===== src/rtl/shop_cmd_ctrl_if.sv =====
// Command/response and database handshake bundle for shop_cmd_ctrl.
// The slave modport is the controller; the master modport is the command
// source together with the item database it talks to.
interface shop_cmd_ctrl_if #(
    parameter int I_A_NUM_BITS = 24,
    parameter int I_U_NUM_BITS = 4,
    parameter int O_A_NUM_BITS = 24
);
    logic                    i_rdy;
    logic [2:0]              i_cmd;
    logic [I_U_NUM_BITS-1:0] i_u;
    logic [I_A_NUM_BITS-1:0] i_a;
    logic [O_A_NUM_BITS-1:0] o_a;
    logic                    o_valid;
    logic                    o_busy;
    logic                    o_logged_in;
    logic [I_U_NUM_BITS-1:0] o_user;
    logic                    o_db_req;
    logic [1:0]              o_db_op;
    logic [I_A_NUM_BITS-1:0] o_db_key;
    logic                    i_db_ack;
    logic                    i_db_ok;

    modport slave (
        input  i_rdy, i_cmd, i_u, i_a, i_db_ack, i_db_ok,
        output o_a, o_valid, o_busy, o_logged_in, o_user,
               o_db_req, o_db_op, o_db_key
    );

    modport master (
        output i_rdy, i_cmd, i_u, i_a, i_db_ack, i_db_ok,
        input  o_a, o_valid, o_busy, o_logged_in, o_user,
               o_db_req, o_db_op, o_db_key
    );
endinterface


===== src/rtl/shop_cmd_ctrl.sv =====
// Shop command sequencer and access controller.
// Accepts one command per i_rdy strobe, keeps the user table and the login
// session, enforces admin/user privileges and forwards item operations to
// the database over a req/ack handshake with a timeout.
// Optional per-user purchase limit: define SHOP_BUY_LIMIT_EN.
module shop_cmd_ctrl #(
    parameter int                          I_A_NUM_BITS   = 24,
    parameter int                          I_U_NUM_BITS   = 4,
    parameter int                          O_A_NUM_BITS   = 24,
    parameter int                          MAX_USERS      = 5,
    parameter logic [I_A_NUM_BITS-1:0]     ADMIN_USERNAME = "Adm",
    parameter int                          TIMEOUT_CYCLES = 16
`ifdef SHOP_BUY_LIMIT_EN
    ,
    parameter int                          MAX_BUYS       = 3
`endif
) (
    input  logic           i_clk,
    input  logic           i_reset_n,
    shop_cmd_ctrl_if.slave bus
);
    localparam int SLOT_W     = (MAX_USERS > 1) ? $clog2(MAX_USERS) : 1;
    localparam int TABLE_SIZE = 1 << SLOT_W;
    localparam int TMO_W      = $clog2(TIMEOUT_CYCLES + 1);

    localparam logic [I_U_NUM_BITS-1:0] MAX_U    = I_U_NUM_BITS'(MAX_USERS);
    localparam logic [TMO_W-1:0]        TMO_LAST = TMO_W'(TIMEOUT_CYCLES);

    localparam logic [O_A_NUM_BITS-1:0] ST_OK  = O_A_NUM_BITS'("OK ");
    localparam logic [O_A_NUM_BITS-1:0] ST_ERR = O_A_NUM_BITS'("ERR");
    localparam logic [O_A_NUM_BITS-1:0] ST_DEN = O_A_NUM_BITS'("DEN");
    localparam logic [O_A_NUM_BITS-1:0] ST_TMO = O_A_NUM_BITS'("TMO");

    localparam logic [1:0] OP_ADD = 2'b01;
    localparam logic [1:0] OP_DEL = 2'b10;
    localparam logic [1:0] OP_BUY = 2'b11;

    typedef enum logic [2:0] {
        IDLE,
        CHECK,
        ISSUE,
        WAIT_ACK,
        RESP
    } state_t;

    typedef enum logic [2:0] {
        CMD_NONE     = 3'd0,
        CMD_LOGIN    = 3'd1,
        CMD_LOGOUT   = 3'd2,
        CMD_ADD_USR  = 3'd3,
        CMD_DEL_USR  = 3'd4,
        CMD_ADD_ITEM = 3'd5,
        CMD_DEL_ITEM = 3'd6,
        CMD_BUY      = 3'd7
    } cmd_t;

    state_t                  state;
    cmd_t                    cmd;
    logic [I_U_NUM_BITS-1:0] cmd_u;
    logic [I_A_NUM_BITS-1:0] cmd_a;
    logic [O_A_NUM_BITS-1:0] pend_status;
    logic [TMO_W-1:0]        tmo_cnt;

    logic [I_A_NUM_BITS-1:0] names [TABLE_SIZE];
    logic [TABLE_SIZE-1:0]   valid;
    logic                    logged_in;
    logic [I_U_NUM_BITS-1:0] user;

    logic [O_A_NUM_BITS-1:0] resp_a;
    logic                    resp_valid;
    logic                    busy;
    logic                    db_req;
    logic [1:0]              db_op;
    logic [I_A_NUM_BITS-1:0] db_key;

    logic [SLOT_W-1:0]       cmd_slot;
    logic [SLOT_W-1:0]       user_slot;
    logic                    u_in_range;
    logic                    is_admin;

    logic [O_A_NUM_BITS-1:0] chk_status;
    logic                    chk_issue;
    logic [1:0]              chk_op;
    logic                    chk_open;
    logic                    chk_close;
    logic                    chk_add;
    logic                    chk_del;

`ifdef SHOP_BUY_LIMIT_EN
    localparam int                      BUY_W   = $clog2(MAX_BUYS + 1);
    localparam logic [BUY_W-1:0]        BUY_MAX = BUY_W'(MAX_BUYS);
    localparam logic [O_A_NUM_BITS-1:0] ST_LIM  = O_A_NUM_BITS'("LIM");

    logic [BUY_W-1:0] buy_cnt [TABLE_SIZE];
`endif

    assign cmd_slot   = cmd_u[SLOT_W-1:0];
    assign user_slot  = user[SLOT_W-1:0];
    assign u_in_range = (cmd_u < MAX_U);
    assign is_admin   = logged_in && (user == '0);

    assign bus.o_a         = resp_a;
    assign bus.o_valid     = resp_valid;
    assign bus.o_busy      = busy;
    assign bus.o_logged_in = logged_in;
    assign bus.o_user      = user;
    assign bus.o_db_req    = db_req;
    assign bus.o_db_op     = db_op;
    assign bus.o_db_key    = db_key;

    // Privilege and table checks for the latched command, consumed in CHECK.
    always_comb begin
        chk_status = ST_ERR;
        chk_issue  = 1'b0;
        chk_op     = OP_ADD;
        chk_open   = 1'b0;
        chk_close  = 1'b0;
        chk_add    = 1'b0;
        chk_del    = 1'b0;
        case (cmd)
            CMD_LOGIN: begin
                if (logged_in) begin
                    chk_status = ST_ERR;
                end else if (!u_in_range || !valid[cmd_slot] || (names[cmd_slot] != cmd_a)) begin
                    chk_status = ST_DEN;
                end else begin
                    chk_status = ST_OK;
                    chk_open   = 1'b1;
                end
            end
            CMD_LOGOUT: begin
                if (!logged_in) begin
                    chk_status = ST_ERR;
                end else begin
                    chk_status = ST_OK;
                    chk_close  = 1'b1;
                end
            end
            CMD_ADD_USR: begin
                if (!is_admin) begin
                    chk_status = ST_DEN;
                end else if ((cmd_u == '0) || !u_in_range || valid[cmd_slot]) begin
                    chk_status = ST_ERR;
                end else begin
                    chk_status = ST_OK;
                    chk_add    = 1'b1;
                end
            end
            CMD_DEL_USR: begin
                if (!is_admin) begin
                    chk_status = ST_DEN;
                end else if ((cmd_u == '0) || !u_in_range || !valid[cmd_slot]) begin
                    chk_status = ST_ERR;
                end else begin
                    chk_status = ST_OK;
                    chk_del    = 1'b1;
                end
            end
            CMD_ADD_ITEM, CMD_DEL_ITEM: begin
                if (!is_admin) begin
                    chk_status = ST_DEN;
                end else begin
                    chk_issue = 1'b1;
                    chk_op    = (cmd == CMD_ADD_ITEM) ? OP_ADD : OP_DEL;
                end
            end
            CMD_BUY: begin
                if (!logged_in || is_admin) begin
                    chk_status = ST_DEN;
`ifdef SHOP_BUY_LIMIT_EN
                end else if (buy_cnt[user_slot] == BUY_MAX) begin
                    chk_status = ST_LIM;
`endif
                end else begin
                    chk_issue = 1'b1;
                    chk_op    = OP_BUY;
                end
            end
            default: chk_status = ST_ERR;
        endcase
    end

    // Main sequencer: command capture, table/session updates, db handshake, response.
    always_ff @(posedge i_clk or negedge i_reset_n) begin
        if (!i_reset_n) begin
            state       <= IDLE;
            cmd         <= CMD_NONE;
            cmd_u       <= '0;
            cmd_a       <= '0;
            pend_status <= '0;
            tmo_cnt     <= '0;
            valid       <= TABLE_SIZE'(1);
            logged_in   <= 1'b0;
            user        <= '0;
            resp_a      <= '0;
            resp_valid  <= 1'b0;
            busy        <= 1'b0;
            db_req      <= 1'b0;
            db_op       <= '0;
            db_key      <= '0;
            for (int i = 0; i < TABLE_SIZE; i++) begin
                names[i] <= (i == 0) ? ADMIN_USERNAME : '0;
`ifdef SHOP_BUY_LIMIT_EN
                buy_cnt[i] <= '0;
`endif
            end
        end else begin
            resp_valid <= 1'b0;
            case (state)
                IDLE: begin
                    if (bus.i_rdy) begin
                        cmd   <= cmd_t'(bus.i_cmd);
                        cmd_u <= bus.i_u;
                        cmd_a <= bus.i_a;
                        busy  <= 1'b1;
                        state <= CHECK;
                    end
                end
                CHECK: begin
                    pend_status <= chk_status;
                    if (chk_open) begin
                        logged_in <= 1'b1;
                        user      <= cmd_u;
                    end
                    if (chk_close) begin
                        logged_in <= 1'b0;
                        user      <= '0;
                    end
                    if (chk_add) begin
                        names[cmd_slot] <= cmd_a;
                        valid[cmd_slot] <= 1'b1;
                    end
                    if (chk_del) begin
                        valid[cmd_slot] <= 1'b0;
                    end
`ifdef SHOP_BUY_LIMIT_EN
                    if (chk_add || chk_del) begin
                        buy_cnt[cmd_slot] <= '0;
                    end
`endif
                    if (chk_issue) begin
                        db_req  <= 1'b1;
                        db_op   <= chk_op;
                        db_key  <= cmd_a;
                        tmo_cnt <= TMO_W'(1);
                        state   <= ISSUE;
                    end else begin
                        state <= RESP;
                    end
                end
                ISSUE, WAIT_ACK: begin
                    state <= WAIT_ACK;
                    if (bus.i_db_ack) begin
                        db_req      <= 1'b0;
                        pend_status <= bus.i_db_ok ? ST_OK : ST_ERR;
                        state       <= RESP;
`ifdef SHOP_BUY_LIMIT_EN
                        if ((cmd == CMD_BUY) && bus.i_db_ok && (buy_cnt[user_slot] != BUY_MAX)) begin
                            buy_cnt[user_slot] <= buy_cnt[user_slot] + 1'b1;
                        end
`endif
                    end else if (tmo_cnt == TMO_LAST) begin
                        db_req      <= 1'b0;
                        pend_status <= ST_TMO;
                        state       <= RESP;
                    end else begin
                        tmo_cnt <= tmo_cnt + 1'b1;
                    end
                end
                RESP: begin
                    resp_valid <= 1'b1;
                    resp_a     <= pend_status;
                    busy       <= 1'b0;
                    state      <= IDLE;
                end
                default: state <= IDLE;
            endcase
        end
    end
endmodule

===== src/flat_wrapper.sv =====
// flat-port wrapper written by rule: the top's interface ports become plain ports
module shop_cmd_ctrl_flat 
#(
    parameter int                          I_A_NUM_BITS   = 24,
    parameter int                          I_U_NUM_BITS   = 4,
    parameter int                          O_A_NUM_BITS   = 24,
    parameter int                          MAX_USERS      = 5,
    parameter logic [I_A_NUM_BITS-1:0]     ADMIN_USERNAME = "   ",
    parameter int                          TIMEOUT_CYCLES = 16

)
  (i_clk, i_reset_n, bus_i_rdy, bus_i_cmd, bus_i_u, bus_i_a, bus_i_db_ack, bus_i_db_ok, bus_o_a, bus_o_valid, bus_o_busy, bus_o_logged_in, bus_o_user, bus_o_db_req, bus_o_db_op, bus_o_db_key);
  shop_cmd_ctrl_if #(.I_A_NUM_BITS(I_A_NUM_BITS), .I_U_NUM_BITS(I_U_NUM_BITS), .O_A_NUM_BITS(O_A_NUM_BITS)) bus_i ();
  input  logic i_clk;
  input  logic i_reset_n;
  input wire logic [$bits(bus_i.i_rdy)-1:0] bus_i_rdy;
  input wire logic [$bits(bus_i.i_cmd)-1:0] bus_i_cmd;
  input wire logic [$bits(bus_i.i_u)-1:0] bus_i_u;
  input wire logic [$bits(bus_i.i_a)-1:0] bus_i_a;
  input wire logic [$bits(bus_i.i_db_ack)-1:0] bus_i_db_ack;
  input wire logic [$bits(bus_i.i_db_ok)-1:0] bus_i_db_ok;
  output wire logic [$bits(bus_i.o_a)-1:0] bus_o_a;
  output wire logic [$bits(bus_i.o_valid)-1:0] bus_o_valid;
  output wire logic [$bits(bus_i.o_busy)-1:0] bus_o_busy;
  output wire logic [$bits(bus_i.o_logged_in)-1:0] bus_o_logged_in;
  output wire logic [$bits(bus_i.o_user)-1:0] bus_o_user;
  output wire logic [$bits(bus_i.o_db_req)-1:0] bus_o_db_req;
  output wire logic [$bits(bus_i.o_db_op)-1:0] bus_o_db_op;
  output wire logic [$bits(bus_i.o_db_key)-1:0] bus_o_db_key;
  assign bus_i.i_rdy = bus_i_rdy;
  assign bus_i.i_cmd = bus_i_cmd;
  assign bus_i.i_u = bus_i_u;
  assign bus_i.i_a = bus_i_a;
  assign bus_i.i_db_ack = bus_i_db_ack;
  assign bus_i.i_db_ok = bus_i_db_ok;
  assign bus_o_a = bus_i.o_a;
  assign bus_o_valid = bus_i.o_valid;
  assign bus_o_busy = bus_i.o_busy;
  assign bus_o_logged_in = bus_i.o_logged_in;
  assign bus_o_user = bus_i.o_user;
  assign bus_o_db_req = bus_i.o_db_req;
  assign bus_o_db_op = bus_i.o_db_op;
  assign bus_o_db_key = bus_i.o_db_key;
  shop_cmd_ctrl #(.I_A_NUM_BITS(I_A_NUM_BITS), .I_U_NUM_BITS(I_U_NUM_BITS), .O_A_NUM_BITS(O_A_NUM_BITS), .MAX_USERS(MAX_USERS), .ADMIN_USERNAME(ADMIN_USERNAME), .TIMEOUT_CYCLES(TIMEOUT_CYCLES)) u_core (.i_clk(i_clk), .i_reset_n(i_reset_n), .bus(bus_i));
endmodule

===== config.mk =====
export PLATFORM = sky130hd
export DESIGN_NAME = shop_cmd_ctrl_flat
export DESIGN_NICKNAME = d
export VERILOG_FILES = /design/src/rtl/shop_cmd_ctrl_if.sv /design/src/rtl/shop_cmd_ctrl.sv /design/src/flat_wrapper.sv
export SDC_FILE = /design/constraint.sdc
export NUM_CORES = 1
export LEC_CHECK = 0
export ABC_AREA = 1
export ABC_CLOCK_PERIOD_IN_PS = 3200
export CORE_UTILIZATION = 40
export CTS_CLUSTER_SIZE = 8
export DETAILED_ROUTE_END_ITERATION = 8
export PLACE_DENSITY = 0.67
export SLEW_MARGIN = 20
export SYNTH_ARGS = -nofsm -noshare
export SYNTH_HDL_FRONTEND = slang
export SYNTH_SLANG_ARGS = --single-unit

===== constraint.sdc =====
create_clock -name i_clk -period 3.2 [get_ports i_clk]
set_clock_uncertainty 0.2 [all_clocks]
set_input_delay 0.48 -clock i_clk [delete_from_list [all_inputs] [get_ports i_clk]]
set_output_delay 0.48 -clock i_clk [all_outputs]
set_load 0.02 [all_outputs]

==> impl_metrics.py <==
metrics = {
    "timing": {
        "min_period_over_period": 0.938,
        "slew_violations": 0,
        "max_slew_margin": 0.389,
        "fin_crit_ns": 3.00,
        "tightest_slew_ns": 0.916,
        "finalSetupTns_ns": 0,
        "hold_viol": 0,
        "layout_setup_ws_ns": 0.197,
        "fmax_mhz": 333,
        "rsz0062_at_grt": "false",
        "setup_viol": 0,
    },
    "worst_setup_path": {
        "path_buf_inv": 3,
        "slowest_delay_ns": 0.60,
        "end_kind": "register",
        "crit_path_top_delay_cell": "dfrtp_1",
        "rr_startpoint": "u_core.cmd_u[2]$_DFFE_PN0P_",
        "path_cells": "inv_2 > nor2_2 > buf_4 > nand2_1 > o21ai_1 > nor2_1 > nand2_1 > inv_2 > a21oi_1 > nand3_1 > nor2_1 > nand2_1 > nand2_2 > nand3_4 > nand2_1 > o21ai_1",
        "worstPathRequired_ns": 3.40,
        "critical_path_class": "reg -> reg",
        "reg2reg_depth": 16,
        "cp_common_cell": "nand2_1",
        "cp-start-kind": "register",
        "r2r_slack_ns": 0.20,
        "path_depth": 16,
        "crit_fanout": 16,
        "arrival_ns": 3.20,
        "r2r_end": "u_core.bus.o_user[2]$_DFFE_PN0P_",
        "path_delay_family": "simple AND/OR/NAND/NOR gates",
    },
    "pwr": {
        "p_per_area_nw_per_um2": 793,
        "vdd_drop_max_v": 0.000377,
        "leakagePower_uw": 0.00743,
    },
    "synthesis": {
        "yosysWarnings": 0,
        "synth_ff_type": "dfrtp_1",
        "synth_edf_count": 0,
        "synth-async-reset-ratio": 1.00,
        "synth_seq_cells": 291,
        "synthTopCellsByArea": "dfrtp_1 (55%), nand2_1 (13%), inv_1 (5.4%), o21ai_0 (5.0%), nor2_1 (3.6%)",
        "synth_top_cell_area_share": 0.552,
        "syn_avg_cell_area_sq_um": 8.08,
        "ys_types": 38,
        "synthCells": 1609,
        "yosysTopAreaCell": "dfrtp_1",
        "seq_area_frac_synth": 0.560,
        "syn-cell-area_sq_um": 13000,
    },
    "clock_network": {
        "clk_latency_ns": 0.52,
        "h-tree-depth": 2,
        "clockBufferDepth": 3,
        "clock_sink_count": 291,
        "tritoncts": "built",
        "numCtsBuffers": 42,
        "cts_root_buf": "clkbuf_16",
        "cts_setup_buffers": 0,
        "cts.clk_slew.worst_paths_ns": 0.05,
    },
    "detailed_routing": {
        "firstDrtPassIters": 5,
        "via_per_inst": 4.76,
        "drc": 0,
        "routed-via-count": 9767,
        "drt_iter0_markers": 772,
        "antenna_left": 0,
        "wl_per_cell_um": 14.5,
        "wirelength_um": 29800,
    },
    "flow_run": {
        "max_cap_violations": 0,
    },
    "min_path": {
        "holdCritPathClass": "reg -> reg",
        "min_from": "u_core.names[189]$_DFFE_PN1P_",
        "whs_endpoint": "u_core.names[189]$_DFFE_PN1P_",
        "min_path_cells": 0,
    },
    "finish": {
        "nets": 1630,
        "drive_gt1_frac": 0.0637,
        "layout_commonest_cell": "nand2_1",
        "register_area_sq_um": 7290,
        "multi_input_area_sq_um": 4150,
        "final_cell_mix": "nand2_1 (461), dfrtp_1 (286), inv_1 (187), o21ai_0 (131), nor2_1 (125)",
        "diodes": 0,
        "n_fill_cell": 2995,
        "areaGrowthSynthToFinish_pct": 15.9,
    },
    "floorplanning": {
        "die_width_um": 182,
        "dieArea_sq_um": 33200,
        "start_util": 0.409,
        "design.core.area_sq_um": 31800,
        "io_pins": 94,
        "fp.dieH_um": 182,
        "row_count": 65,
    },
    "placed_design": {
        "dp_slack_ns": 0.249,
        "gp_congestion": 0.869,
        "hpwlAfterDp_um": 19400,
        "port_buffers": 88,
    },
    "run_status": {
        "status": "complete, no violations",
    },
    "grt": {
        "grt_max_degree": 82,
        "antenna_found_initial": 0,
        "grt_pass1_wl_um": 50200,
        "grt_pass1_vias": 9665,
        "grt_use_total": 0.189,
        "grt_overflow": 0,
    },
}
-- registers in the layout (all words and copies together) (netlist names) --
register                count
u_core.bus.o_a              9
u_core.bus.o_busy           1
u_core.bus.o_db_key        24
u_core.bus.o_db_op          2
u_core.bus.o_db_req         1
u_core.bus.o_logged_in      1
u_core.bus.o_user           4
u_core.bus.o_valid          1
u_core.cmd                  3
u_core.cmd_a               24
u_core.cmd_u                4
u_core.names              192
u_core.pend_status          9
u_core.state                3
u_core.tmo_cnt              5
u_core.valid                8
-- worst max path at each step --
stage                                      from                            endpoint
detailed placement  u_core.cmd_u[2]$_DFFE_PN0P_    u_core.bus.o_user[1]$_DFFE_PN0P_
global placement    u_core.cmd_u[2]$_DFFE_PN0P_    u_core.bus.o_user[2]$_DFFE_PN0P_
floorplan           u_core.cmd_u[0]$_DFFE_PN0P_  u_core.bus.o_logged_in$_DFFE_PN0P_
CTS                 u_core.cmd_u[2]$_DFFE_PN0P_    u_core.bus.o_user[2]$_DFFE_PN0P_
global route        u_core.cmd_u[2]$_DFFE_PN0P_    u_core.bus.o_user[1]$_DFFE_PN0P_
finish              u_core.cmd_u[2]$_DFFE_PN0P_    u_core.bus.o_user[2]$_DFFE_PN0P_
-- power breakdown --
group          switching [uW]  internal (uW)
clock                    1530           2460
sequential                259           3990
combinational            2500           1200
-- synth_stat cells (all sizes together) (7+ instances only) --
cell type and n:
nand3 85, or2 15, nor2 130, buf 56, dfrtp 287, clkbuf 124, o21ai 170, o211ai 7
nand2 462, nor3 10, a21oi 37, inv 195
-- cell type report --
class / count / share of cell area
repair buffers: 115 / 0.0774
well taps: 435 / 0.0361
inverters: 196 / 0.0488
multi-input cells: 946 / 0.275
clock inverters: 2 / 0.00108
flip-flops and latches: 291 / 0.484
clock buffers: 67 / 0.0774
-- metrics by stage --
step	hold WS, ns	utilization	cell area (sq um)	cells	total power (uW)
6_report	0.164	0.474	15100	2052	12000
5_1_grt	0.173	0.474	15100	2052	12700
4_1_cts	0.163	0.474	15100	2052	12100
3_5_place_dp	0.156	0.436	13900	1982	8020
3_3_place_gp	0.155	0.436	13900	1982	7980
2_1_floorplan	-0.0156	-	13000	1613	6840
-- logic make-up (layout without fill, tap and decap cells) --
logic type,count (synthesis),after routing,synth area share
other,1,5,0.000288
adders and majority gates,2,2,0.00192
buffers and inverters,376,380,0.122
and+or+nand+nor,711,711,0.223
AOI/OAI and AO/OA,225,225,0.0902
xor gates and xnor gates,1,1,0.000674
DFF,291,291,0.560
muxes,2,2,0.00173
-- layer usage --
metal  vias to the layer above  wire (um)  track usage
met4                         0        568       0.0548
li1                       4846          -            -
met5                         -          0            0
met1                      4647      13900        0.262
met2                       224      13900        0.308
met3                        50       1370       0.0271
-- timing repair --
item | 4_1_cts | 5_1_grt
gates resized for setup | 0 | 0
endpoints found under the hold margin | 75 | 0
hold buffers | 1 | 0
-- worst register-to-register path: cells and delay by family (launching register included) --
kind / cells / cell delay, ns
AND/OR/NAND/NOR: 10 / 1.22
flip-flops: 1 / 0.60
AO/OA/AOI/OAI: 3 / 0.37
buffers and inverters: 3 / 0.49
(Power assumes the default switching activity.)
